==> config.mk <==
export PLATFORM = sky130hd
export DESIGN_NAME = muldiv_unit
export DESIGN_NICKNAME = d
export VERILOG_FILES = /design/src/rtl/cpu_defs.sv /design/src/rtl/md_sign_fix.sv /design/src/rtl/muldiv_unit.sv
export SDC_FILE = /design/constraint.sdc
export NUM_CORES = 1
export LEC_CHECK = 0
export ABC_CLOCK_PERIOD_IN_PS = 2800
export CAP_MARGIN = 25
export CORE_MARGIN = 2
export CORE_UTILIZATION = 53
export CTS_CLUSTER_DIAMETER = 100
export DETAILED_ROUTE_END_ITERATION = 12
export PLACE_DENSITY = 0.81
export SETUP_SLACK_MARGIN = 0.05
export SLEW_MARGIN = 40
export SYNTH_ARGS = -nofsm -noshare
export SYNTH_HDL_FRONTEND = slang
export SYNTH_SLANG_ARGS = --single-unit
==> constraint.sdc <==
create_clock -name clk -period 2.8 [get_ports clk]
set_input_delay 0.28 -clock clk [delete_from_list [all_inputs] [get_ports clk]]
set_output_delay 0.28 -clock clk [all_outputs]
set_load 0.01 [all_outputs]
==> src/rtl/cpu_defs.sv <==
// Shared CPU definitions used by the multiply/divide unit: op encodings,
// FSM state encoding and default datapath width.
package cpu_defs;

    localparam int MD_WIDTH = 32;

    typedef enum logic [1:0] {
        MD_MULT  = 2'd0,
        MD_MULTU = 2'd1,
        MD_DIV   = 2'd2,
        MD_DIVU  = 2'd3
    } md_op_e;

    typedef enum logic [1:0] {
        ST_IDLE = 2'd0,
        ST_CALC = 2'd1,
        ST_SIGN = 2'd2
    } md_state_e;

    function automatic logic md_is_signed(input md_op_e op);
        return (op == MD_MULT) || (op == MD_DIV);
    endfunction

    function automatic logic md_is_div(input md_op_e op);
        return (op == MD_DIV) || (op == MD_DIVU);
    endfunction

endpackage

==> src/rtl/md_sign_fix.sv <==
// Conditional two's-complement negation: gives |x| at operand entry and
// re-applies the sign to magnitude results.
module md_sign_fix #(
    parameter int DATA_W = 32
) (
    input  logic [DATA_W-1:0]        i_mag,
    input  logic                     i_neg,
    output logic signed [DATA_W-1:0] o_res
);

    always_comb begin
        o_res = i_neg ? $signed(-i_mag) : $signed(i_mag);
    end

endmodule

==> src/rtl/muldiv_unit.sv <==
// Iterative multiply/divide unit holding HI/LO: magnitude shift-add multiply
// and restoring divide, one bit per cycle, with a final sign-fix cycle.
module muldiv_unit
    import cpu_defs::*;
#(
    parameter int WIDTH = MD_WIDTH,
    parameter int CNT_W = 6
) (
    input  logic             clk,
    input  logic             rst_n,
    input  logic             start,
    input  logic [1:0]       op,
    input  logic [WIDTH-1:0] rs_data,
    input  logic [WIDTH-1:0] rt_data,
    input  logic             hi_we,
    input  logic             lo_we,
    input  logic [WIDTH-1:0] wdata,
    output logic             busy,
    output logic             done,
    output logic [WIDTH-1:0] hi,
    output logic [WIDTH-1:0] lo
);

    md_state_e          r_state;
    md_state_e          w_state_nxt;
    logic               r_done;
    md_op_e             r_op;
    logic               r_sa;
    logic               r_sb;
    logic [CNT_W-1:0]   r_cnt;
    logic [WIDTH-1:0]   r_a;
    logic [WIDTH-1:0]   r_b;
    logic [2*WIDTH-1:0] r_acc;
    logic [WIDTH-1:0]   r_rem;
    logic [WIDTH-1:0]   r_hi;
    logic [WIDTH-1:0]   r_lo;

    md_op_e             w_op_in;
    logic               w_sa_in;
    logic               w_sb_in;
    logic [WIDTH-1:0]   w_abs_a;
    logic [WIDTH-1:0]   w_abs_b;
    logic               w_is_div;
    logic               w_last;

    logic [WIDTH-1:0]   w_addend;
    logic [WIDTH:0]     w_msum;

    logic [WIDTH:0]     w_dshift;
    logic               w_dfit;
    logic [WIDTH-1:0]   w_ddiff;

    logic [2*WIDTH-1:0] w_prod;
    logic [WIDTH-1:0]   w_quo;
    logic [WIDTH-1:0]   w_rem;
    logic [WIDTH-1:0]   w_dvd;
    logic               w_dz;
    logic [WIDTH-1:0]   w_res_hi;
    logic [WIDTH-1:0]   w_res_lo;

    // Operand entry: strip signs of signed ops so the iteration is unsigned.
    assign w_op_in = md_op_e'(op);
    assign w_sa_in = md_is_signed(w_op_in) & rs_data[WIDTH-1];
    assign w_sb_in = md_is_signed(w_op_in) & rt_data[WIDTH-1];

    md_sign_fix #(.DATA_W(WIDTH)) u_abs_a (
        .i_mag (rs_data),
        .i_neg (w_sa_in),
        .o_res (w_abs_a)
    );

    md_sign_fix #(.DATA_W(WIDTH)) u_abs_b (
        .i_mag (rt_data),
        .i_neg (w_sb_in),
        .o_res (w_abs_b)
    );

    assign w_is_div = md_is_div(r_op);
    assign w_last   = (r_cnt == CNT_W'(WIDTH - 1));

    // Multiply step: add multiplicand into the high half, shift whole accumulator right.
    assign w_addend = r_b[0] ? r_a : '0;
    assign w_msum   = {1'b0, r_acc[2*WIDTH-1:WIDTH]} + {1'b0, w_addend};

    // Restoring divide step: remainder always fits WIDTH bits after a successful subtract.
    assign w_dshift = {r_rem, r_acc[WIDTH-1]};
    assign w_dfit   = (w_dshift >= {1'b0, r_b});
    assign w_ddiff  = w_dshift[WIDTH-1:0] - r_b;

    // Sign stage: re-apply signs; remainder follows the dividend.
    md_sign_fix #(.DATA_W(2*WIDTH)) u_fix_prod (
        .i_mag (r_acc),
        .i_neg (r_sa ^ r_sb),
        .o_res (w_prod)
    );

    md_sign_fix #(.DATA_W(WIDTH)) u_fix_quo (
        .i_mag (r_acc[WIDTH-1:0]),
        .i_neg (r_sa ^ r_sb),
        .o_res (w_quo)
    );

    md_sign_fix #(.DATA_W(WIDTH)) u_fix_rem (
        .i_mag (r_rem),
        .i_neg (r_sa),
        .o_res (w_rem)
    );

    md_sign_fix #(.DATA_W(WIDTH)) u_fix_dvd (
        .i_mag (r_a),
        .i_neg (r_sa),
        .o_res (w_dvd)
    );

    assign w_dz = (r_b == '0);

    always_comb begin
        w_res_hi = w_prod[2*WIDTH-1:WIDTH];
        w_res_lo = w_prod[WIDTH-1:0];
        if (w_is_div) begin
            if (w_dz) begin
                w_res_hi = w_dvd;
                w_res_lo = '1;
            end else begin
                w_res_hi = w_rem;
                w_res_lo = w_quo;
            end
        end
    end

    always_comb begin
        w_state_nxt = r_state;
        case (r_state)
            ST_IDLE: if (start) w_state_nxt = ST_CALC;
            ST_CALC: if (w_last) w_state_nxt = ST_SIGN;
            ST_SIGN: w_state_nxt = ST_IDLE;
            default: w_state_nxt = ST_IDLE;
        endcase
    end

    always_ff @(posedge clk) begin
        if (!rst_n) begin
            r_state <= ST_IDLE;
            r_done  <= 1'b0;
        end else begin
            r_state <= w_state_nxt;
            r_done  <= (r_state == ST_SIGN);
        end
    end

    always_ff @(posedge clk) begin
        if (!rst_n) begin
            r_op  <= MD_MULT;
            r_sa  <= 1'b0;
            r_sb  <= 1'b0;
            r_cnt <= '0;
            r_a   <= '0;
            r_b   <= '0;
            r_acc <= '0;
            r_rem <= '0;
            r_hi  <= '0;
            r_lo  <= '0;
        end else begin
            case (r_state)
                ST_IDLE: begin
                    if (hi_we) r_hi <= wdata;
                    if (lo_we) r_lo <= wdata;
                    if (start) begin
                        r_op  <= w_op_in;
                        r_sa  <= w_sa_in;
                        r_sb  <= w_sb_in;
                        r_a   <= w_abs_a;
                        r_b   <= w_abs_b;
                        r_cnt <= '0;
                        r_rem <= '0;
                        r_acc <= md_is_div(w_op_in) ? {{WIDTH{1'b0}}, w_abs_a} : '0;
                    end
                end
                ST_CALC: begin
                    r_cnt <= r_cnt + CNT_W'(1);
                    if (w_is_div) begin
                        r_rem              <= w_dfit ? w_ddiff : w_dshift[WIDTH-1:0];
                        r_acc[WIDTH-1:0]   <= {r_acc[WIDTH-2:0], w_dfit};
                    end else begin
                        r_acc <= {w_msum, r_acc[WIDTH-1:1]};
                        r_b   <= {1'b0, r_b[WIDTH-1:1]};
                    end
                end
                ST_SIGN: begin
                    r_hi <= w_res_hi;
                    r_lo <= w_res_lo;
                end
                default: ;
            endcase
        end
    end

    assign busy = (r_state != ST_IDLE);
    assign done = r_done;
    assign hi   = r_hi;
    assign lo   = r_lo;

endmodule

==> results of run 1 <==
report_power, final:
| part | internal, mW | leakage [nW] | switching [mW] |
|---|---|---|---|
| clock | 2.62 | 0.518 | 1.63 |
| sequential | 3.57 | 1.94 | 0.237 |
| combinational | 1.51 | 7.89 | 1.90 |
| total | 7.69 | 10.4 | 3.77 |
logic make-up after synthesis:
family                     after synthesis  synth area share [%]
AOI/OAI and AO/OA                      779                  29.3
buffers and inverters                  230                  4.87
xor gates and xnor gates               233                  11.5
and+or+nand+nor                        712                  19.6
DFF                                    236                  26.5
muxes                                   55                  3.18
adders and majority gates               72                  5.14
per-layer routing:
layer	GRT usage (%)	vias up	part of all wire, %
met5	0	-	0.029
met4	27.7	4	9.9
met3	5.42	425	10
met1	45.7	9949	36
li1	-	9272	-
met2	62.7	1501	44
critical path, stage by stage (launching register included):
cell,delay (ns)
sky130_fd_sc_hd__dfxtp_1,0.40
sky130_fd_sc_hd__inv_1,0.13
sky130_fd_sc_hd__ha_1,0.42
sky130_fd_sc_hd__nand3_1,0.30
sky130_fd_sc_hd__nor4_1,0.85
sky130_fd_sc_hd__a31oi_1,0.54
sky130_fd_sc_hd__and2_4,0.36
sky130_fd_sc_hd__a21oi_2,0.32
sky130_fd_sc_hd__o21ai_2,0.11
sequential cells by signal, indices dropped and copies added (netlist names):
name / cells
r_sa: 1
r_rem: 32
r_sb: 1
r_a: 32
done: 1
hi: 32
r_cnt: 6
lo: 32
r_acc: 64
r_op: 1
r_state: 2
r_b: 32
through the flow:
step / cell area (um^2) / util (%)
finish: 25100 / 75.3
detailed placement: 22200 / 66.7
global placement: 22200 / 66.7
global route: 25100 / 75.3
CTS: 23900 / 71.9
floorplan: 17900 / -
worst paths after layout:
path,end,slack (ns),startpoint
setup / recovery,r_rem[9],-0.79,r_b[30]
hold / removal,r_acc[63],0.16,rst_n
hold reg to reg,lo[31],0.46,lo[31]
setup reg to reg,r_rem[9],-0.79,r_b[30]
timing repair:
action | in CTS | in global routing
endpoints found under the hold margin | 0 | 0
gates cloned | 0 | 4
gates resized for setup | 111 | 246
pin swaps | 49 | 112
setup endpoints to repair | 63 | 79
setup buffers | 22 | 20
placed cells by master, fill, tap and decap left out, types with 21 or more instances in the layout:
cell                                n
sky130_fd_sc_hd__clkdlybuf4s50_1  167
sky130_fd_sc_hd__a211oi_1          23
sky130_fd_sc_hd__o211a_1           33
sky130_fd_sc_hd__o221ai_1          23
sky130_fd_sc_hd__nor3_1            34
sky130_fd_sc_hd__a21boi_0          31
sky130_fd_sc_hd__inv_1             66
sky130_fd_sc_hd__dfxtp_1          222
sky130_fd_sc_hd__xnor2_1          123
sky130_fd_sc_hd__o221a_2           29
sky130_fd_sc_hd__o21ai_2           29
sky130_fd_sc_hd__nor2b_1           54
sky130_fd_sc_hd__clkbuf_16         29
sky130_fd_sc_hd__and2_1            34
sky130_fd_sc_hd__o21ai_1           46
sky130_fd_sc_hd__nand3_1           50
sky130_fd_sc_hd__xor2_1            94
sky130_fd_sc_hd__o211ai_1          29
sky130_fd_sc_hd__nor2_1           150
sky130_fd_sc_hd__o31ai_1           21
sky130_fd_sc_hd__a21oi_2           22
sky130_fd_sc_hd__ha_1              39
sky130_fd_sc_hd__ha_4              29
sky130_fd_sc_hd__nand2_1          211
sky130_fd_sc_hd__o21ai_0          106
sky130_fd_sc_hd__mux2i_1           50
sky130_fd_sc_hd__a21o_1            40
sky130_fd_sc_hd__buf_4            346
sky130_fd_sc_hd__a21oi_1          180
area by class of cell:
class,instances,area [um^2],area share (%)
clock buffer,35,777,3.10
sequential,236,4750,18.9
inverter,70,263,1.05
tap,448,561,2.24
clock inverter,17,284,1.13
timing repair buffer,534,4590,18.3
multi-input combinational,1854,13800,55.2
==> load_flow_metrics.sql, run 1 <==
INSERT INTO impl_metrics (metric_group, metric, value, unit) VALUES
('global_routing', 'grt_use_total', '38.1', '%'),
('clocking', 'cts.clk_slew.worst_paths', '0.06', 'ns'),
('status', 'run_status', 'finished with violations', ''),
('pwr', 'total_leakage_power', '10.4', 'nW'),
('clocking', 'cts_root_buffer', 'sky130_fd_sc_hd__clkbuf_16', ''),
('pwr', 'p_total', '11.5', 'mW'),
('clocking', 'tritoncts_clock_tree', 'yes', ''),
('critical_path', 'timing_worst_setup_path_type', 'reg -> reg', ''),
('detailed_routing', 'post_route_drc_violation_count', '0', ''),
('yosys', 'ys_warn_count', '0', ''),
('yosys', 'netlist_top_cells_count', 'sky130_fd_sc_hd__dfxtp_1 (236), sky130_fd_sc_hd__nand2_1 (219), sky130_fd_sc_hd__a21oi_1 (205)', ''),
('floorplanning', 'design.die.area', '35100', 'um^2'),
('timing', 'tightest_slew', '0.905', 'ns'),
('detailed_routing', 'detail_route.wirelength', '76200', 'um'),
('detailed_routing', 'remaining_antenna_violation_count_after_routing', '0', ''),
('floorplanning', 'std_cell_rows', '67', ''),
('clocking', 'clock_tree.htree_level_count', '1', ''),
('timing', 'highest_clock_frequency_the_design_can_meet', '0.278', 'GHz'),
('timing', 'final-max-slew-violation-count', '0', ''),
('yosys', 'cell_with_the_most_instances_after_synthesis', 'sky130_fd_sc_hd__dfxtp_1', ''),
('yosys', 'synth.distinct_cells', '75', ''),
('yosys', 'post_syn_area_per_cell', '7.69', 'um^2'),
('timing', 'finalClockSkew', '0.0282', 'ns'),
('timing', 'unrepaired_setup_endpoints_after_global_routing', 'true', ''),
('global_routing', 'grt.overflow.total', '0', ''),
('detailed_routing', 'route.detailed.vias_per_inst', '6.62', ''),
('yosys', 'async_reset_ff_share', '0', '%'),
('yosys', 'top_flip_flop_cell_by_instance_count_after_synthesis', 'sky130_fd_sc_hd__dfxtp_1', ''),
('floorplanning', 'placeableCoreArea', '33300', 'um^2'),
('place', 'gpl.final_weighted_congestion', '1.05', ''),
('detailed_routing', 'routedWlPerCell', '23.8', 'um'),
('place', 'dp.cells', '3103', ''),
('flow_run', 'max_cap_violations', '0', ''),
('yosys', 'synth_fp_nets', '2492', ''),
('clocking', 'clkLatencyLatePin', '0.58', 'ns'),
('clocking', 'cts_hold_repair.buffers', '0', ''),
('detailed_routing', 'drt_first_iter_violations', '2712', ''),
('cells_and_area', 'total_number_of_nets_in_the_final_design', '2899', ''),
('yosys', 'synth_top_area_cell', 'sky130_fd_sc_hd__dfxtp_1', ''),
('timing', 'worst_case_headroom_to_the_max_slew_limit', '39.4', '%'),
('global_routing', 'grt_pass1_wl', '108000', 'um'),
('clocking', 'number_of_buffers_added_by_the_clock_tree_synthesis_step', '28', ''),
('detailed_routing', 'dr.pass1.iters', '6', ''),
('global_routing', 'grt_start_max_net_pins', '108', ''),
('timing', 'final-setup-viol-count', '52', ''),
('cells_and_area', 'area_growth', '40.7', '%'),
('timing', 'timing.final.ws_setup', '-0.793', 'ns'),
('cells_and_area', 'layout-drive-gt1-share', '26.3', '%'),
('timing', 'whs', '0.161', 'ns'),
('timing', 'fin_tns_setup', '-24.57', 'ns'),
('detailed_routing', 'vias', '21200', ''),
('place', 'io_buffers', '168', ''),
('critical_path', 'critical_path.max_fanout', '6', ''),
('floorplanning', 'floorplan.initialDensity', '53.5', '%'),
('status', 'failed_checks', 'negative setup slack', ''),
('place', 'detailedPlacementHpwl', '52200', 'um'),
('clocking', 'cts.path.max_buffers', '3', ''),
('yosys', 'synthDominantCellAreaShare', '26.5', '%'),
('place', 'dpl_worst_slack', '-0.274', 'ns'),
('global_routing', 'first_global_vias', '19600', ''),
('critical_path', 'crit_arrival', '4.02', 'ns'),
('floorplanning', 'boundaryPins', '169', ''),
('min_path', 'timing.hold.worst.class', 'in -> reg', ''),
('timing', 'finalWorstPathRequiredPeriod', '3.59', 'ns'),
('critical_path', 'start_kind', 'flip-flop', ''),
('yosys', 'post_synth_inst_count', '2317', ''),
('pwr', 'pwr_density_cell', '457', 'nW/um^2'),
('critical_path', 'reg2reg_depth', '8', ''),
('pwr', 'power.ir.vdd_worst', '0.551', 'mV'),
('yosys', 'synth_enable_flop_cells', '0', ''),
('critical_path', 'critPathRequiredTime', '3.22', 'ns');
No activity file was read; power rests on OpenSTA's default activity.
==> run 2, diff against run 1 <==
Settings changed: CAP_MARGIN 25 to unset.
==> results of run 2 <==
Same layout as run 1: the final DEF is identical, and so are final timing and power.
==> variant 1, RTL diff (flow settings as in run 2) <==
Encoding of `md_state_e`: now one-hot (3 bits for 3 states).
--- a/src/rtl/cpu_defs.sv
+++ b/src/rtl/cpu_defs.sv
@@ -11,10 +11,10 @@
         MD_DIVU  = 2'd3
     } md_op_e;
 
-    typedef enum logic [1:0] {
-        ST_IDLE = 2'd0,
-        ST_CALC = 2'd1,
-        ST_SIGN = 2'd2
+    typedef enum logic [2:0] {
+        ST_IDLE = 3'b001,
+        ST_CALC = 3'b010,
+        ST_SIGN = 3'b100
     } md_state_e;
 
     function automatic logic md_is_signed(input md_op_e op);
Check against the original RTL: same outputs for any inputs over 4 cycles, from zero or initial values and one cycle with rst_n low; so few cycles prove little.
==> variant 1 against run 2 <==
The run still ends with negative setup slack left; routed wire length is 3.0% lower; area after synthesis decreased by 1.1%; final cell count is 2.7% higher; sequential power down 2%; sequential cell count up 1; maximum frequency grew 14%; synthesized cell count increased by 1.0%; setup slack gained 0.44 ns; final area increased by 2.0%; combinational power grew 2%; utilization increased by 3.1 points; die area fell by 1.1%; total power fell by 4.3%; critical path type unchanged.
==> variant 1: results (changes against run 2) <==
flop-to-flop setup slack -0.35 ns (was -0.79 ns); Design Area, Final 25600 um^2 (was 25100 um^2); Inverters, non-clock 72 (was 70); core area 32600 um^2 (was 33300 um^2); final net count 2995 (was 2899); status complete, but fails checks (unchanged); failing checks negative setup slack (unchanged); syn_nets 2516 (was 2492); Fillers 2105 (was 2268); clock-cell share of area 3.60% (was 4.23%); LEAKAGE 10.2 nW (was 10.4 nW); mux cell area share after synthesis 2.85% (was 3.18%); DR vias/cell 6.48 (was 6.62); worst-margin pin slew 0.945 ns (was 0.905 ns); Logic power comb 0.00347 W (was 0.00340 W); cell internal pwr 0.00732 W (was 0.00769 W); sequential area share after synthesis 26.9% (was 26.5%); post-DP HPWL 52300 um (was 52200 um); clock skew 0.0130 ns (was 0.0282 ns); CP endpoint hi[26]$_SDFFE_PN0P_ (was r_rem[9]$_SDFFE_PN0P_); initial antenna violation count 1 (was 2); vias in the first global route 19600 (about the same); worst-path fanout max 3 (was 6); DR WL met2 33500 um (was 33800 um); final wirelength 73900 um (was 76200 um); VDD IR-drop max 0.539 mV (was 0.551 mV); r2r startpoint r_rem[5]$_SDFFE_PN0P_ (was r_b[30]$_SDFFE_PN0P_); Setup violations, final 41 (was 52); sequential portion of the cell area 18.7% (was 18.9%); largest net degree at the start of global routing 96 (was 108); setup ws final -0.350 ns (was -0.793 ns)
## variant 1: worst min-delay path by stage
stage / startpoint / end / slack [ns] / cells past startpoint
finish: wdata[2] / hi[2]$_SDFFE_PN0P_ / 0.43 / 3
global route: wdata[27] / lo[27]$_SDFFE_PN0P_ / 0.43 / 3
CTS: op[1] / r_acc[0]$_SDFFE_PN0P_ / 0.41 / 3
detailed placement: lo[4]$_SDFFE_PN0P_ / lo[4]$_SDFFE_PN0P_ / 0.45 / 2
global placement: lo[3]$_SDFFE_PN0P_ / lo[3]$_SDFFE_PN0P_ / 0.44 / 2
floorplan: rs_data[0] / r_a[0]$_SDFFE_PN0P_ / 0.42 / 2
## variant 1: logic make-up (layout without fill, tap and decap cells)
family / Yosys count / count (layout)
fa+ha+maj: 72 / 72
simple gates: 781 / 781
flops: 237 / 237
compound gates: 745 / 745
xor+xnor: 234 / 234
mux: 49 / 49
buf+inv: 223 / 721
==> variant 2, RTL diff (config.mk and constraints of run 2) <==
Without the edit above. `CNT_W`: 6 -> 5.
--- a/src/rtl/muldiv_unit.sv
+++ b/src/rtl/muldiv_unit.sv
@@ -4,7 +4,7 @@
     import cpu_defs::*;
 #(
     parameter int WIDTH = MD_WIDTH,
-    parameter int CNT_W = 6
+    parameter int CNT_W = 5
 ) (
     input  logic             clk,
     input  logic             rst_n,
Check against the original RTL: same outputs for any inputs over 4 cycles, from zero or initial values and one cycle with rst_n low; that may be too few to reach the edited logic, so the function may still have changed.
==> variant 2 against run 2 <==
The flow still finishes with violations (negative setup slack); non-clock buffer count increased by 57; sequential cell count shrank 1; count of clock-buffer cells in the layout rose by 6; area after synthesis fell by 1.6%; routed wire length down 1.3%; clock power down 16%; total power fell by 4.2%; synthesized cell count up 0.26%; final cell count is 1.4% higher; setup slack better by 0.48 ns; final area up 0.88%; critical path depth rose by 3; critical path type unchanged; critical endpoint is now hi[29]$_SDFFE_PN0P_; highest routed layer unchanged.
==> variant 2: results (changes against run 2) <==
status complete, but fails checks (unchanged); failing checks negative setup slack (unchanged); clock buffers 41 (was 35); share of cells above drive strength 1 27.8% (was 26.3%); Synth Area in XOR/XNOR 11.4% (was 11.5%); VDD IR-drop max 0.437 mV (was 0.551 mV); sequential area share after synthesis 26.8% (was 26.5%); DR WL met2 34100 um (was 33800 um); commonest cells in the netlist nor2_1, dfxtp_1, a21oi_1 (was dfxtp_1, nand2_1, a21oi_1); CTS-repair resized insts 181 (was 111); dpl ws -0.422 ns (was -0.274 ns); met3 usage 7.42% (was 5.42%); LEAKAGE 10.2 nW (was 10.4 nW); mux cell area share after synthesis 2.55% (was 3.18%); routed length per instance 23.2 um (was 23.8 um); first-pass GRT wire length 110000 um (was 108000 um); adder-cell share of the synthesized area 5.29% (was 5.14%); drt initial violations 2514 (was 2712); buffering overhead 20.6% (was 18.3%); comb_multi_in 1859 (was 1854); largest cells by area after synthesis dfxtp_1, xnor2_1, a21oi_1, nor2_1, ha_1 (was dfxtp_1, xnor2_1, a21oi_1, o21ai_0, ha_1); M1 wire length 27700 um (was 27100 um); GRT met2 Usage 67.2% (was 62.7%); Fillers 2273 (was 2268); crit-path max cell delay 0.55 ns (was 0.85 ns); Yosys cell types 74 (was 75); Cells after DPL 3132 (was 3103); register area 4730 um^2 (was 4750 um^2); global-route met1 utilization 50.3% (was 45.7%); Buffers, non-clock 591 (was 534); r2r startpoint r_acc[26]$_SDFFE_PN0P_ (was r_b[30]$_SDFFE_PN0P_); Seq group 0.00376 W (was 0.00381 W); gr usage total 40.6% (was 38.1%); vias in the first global route 19400 (was 19600); DR vias/cell 6.55 (was 6.62); Setup violations, final 68 (was 52); post-CTS setup buffer count 24 (was 22); Hold Crit Class primary input to flip-flop (unchanged); Synth Area in Compound Gates 27.8% (was 29.3%); Crit path arrival time 3.61 ns (was 4.02 ns); Avg Cell Area, Syn 7.55 um^2 (was 7.69 um^2); routed wl met3 7770 um (was 7650 um); reg2reg end hi[29]$_SDFFE_PN0P_ (was r_rem[9]$_SDFFE_PN0P_); post-DP HPWL 53400 um (was 52200 um); clock skew 0.0293 ns (was 0.0282 ns); Inverters, non-clock 64 (was 70); setup ws final -0.308 ns (was -0.793 ns); num sequential 235 (was 236); fin cells 3239 (was 3194); Final TNS setup -9.01 ns (was -24.57 ns); footprint of the multi-input gates 13700 um^2 (was 13800 um^2); cell internal pwr 0.00725 W (was 0.00769 W); clock-cell share of area 3.46% (was 4.23%)
[variant 2: cell count changes in the layout (fill, tap and decap cells not counted), sizes merged, moves of 31 or more]
cell,delta
nor2,+83
buf,+57
nor2b,-46
nand3,+38
a21boi,-31
o211a,-31
o21ai,-42
[variant 2: through the flow]
step                hold slack (ns)  total power (W)  instance area (um^2)
floorplan                     0.416          0.00546                 17700
global placement              0.438          0.00680                 22100
detailed placement            0.447          0.00687                 22100
CTS                           0.234           0.0106                 24200
global route                  0.271           0.0113                 25300
finish                        0.262           0.0110                 25300
[variant 2: worst max-delay path, delay by kind of cell (launching register included)]
family / cells / cell delay (ns)
AND/OR/NAND/NOR: 6 / 1.91
AO/OA/AOI/OAI: 2 / 0.34
flip-flops: 1 / 0.32
buffers and inverters: 2 / 0.32
XOR/XNOR: 1 / 0.15
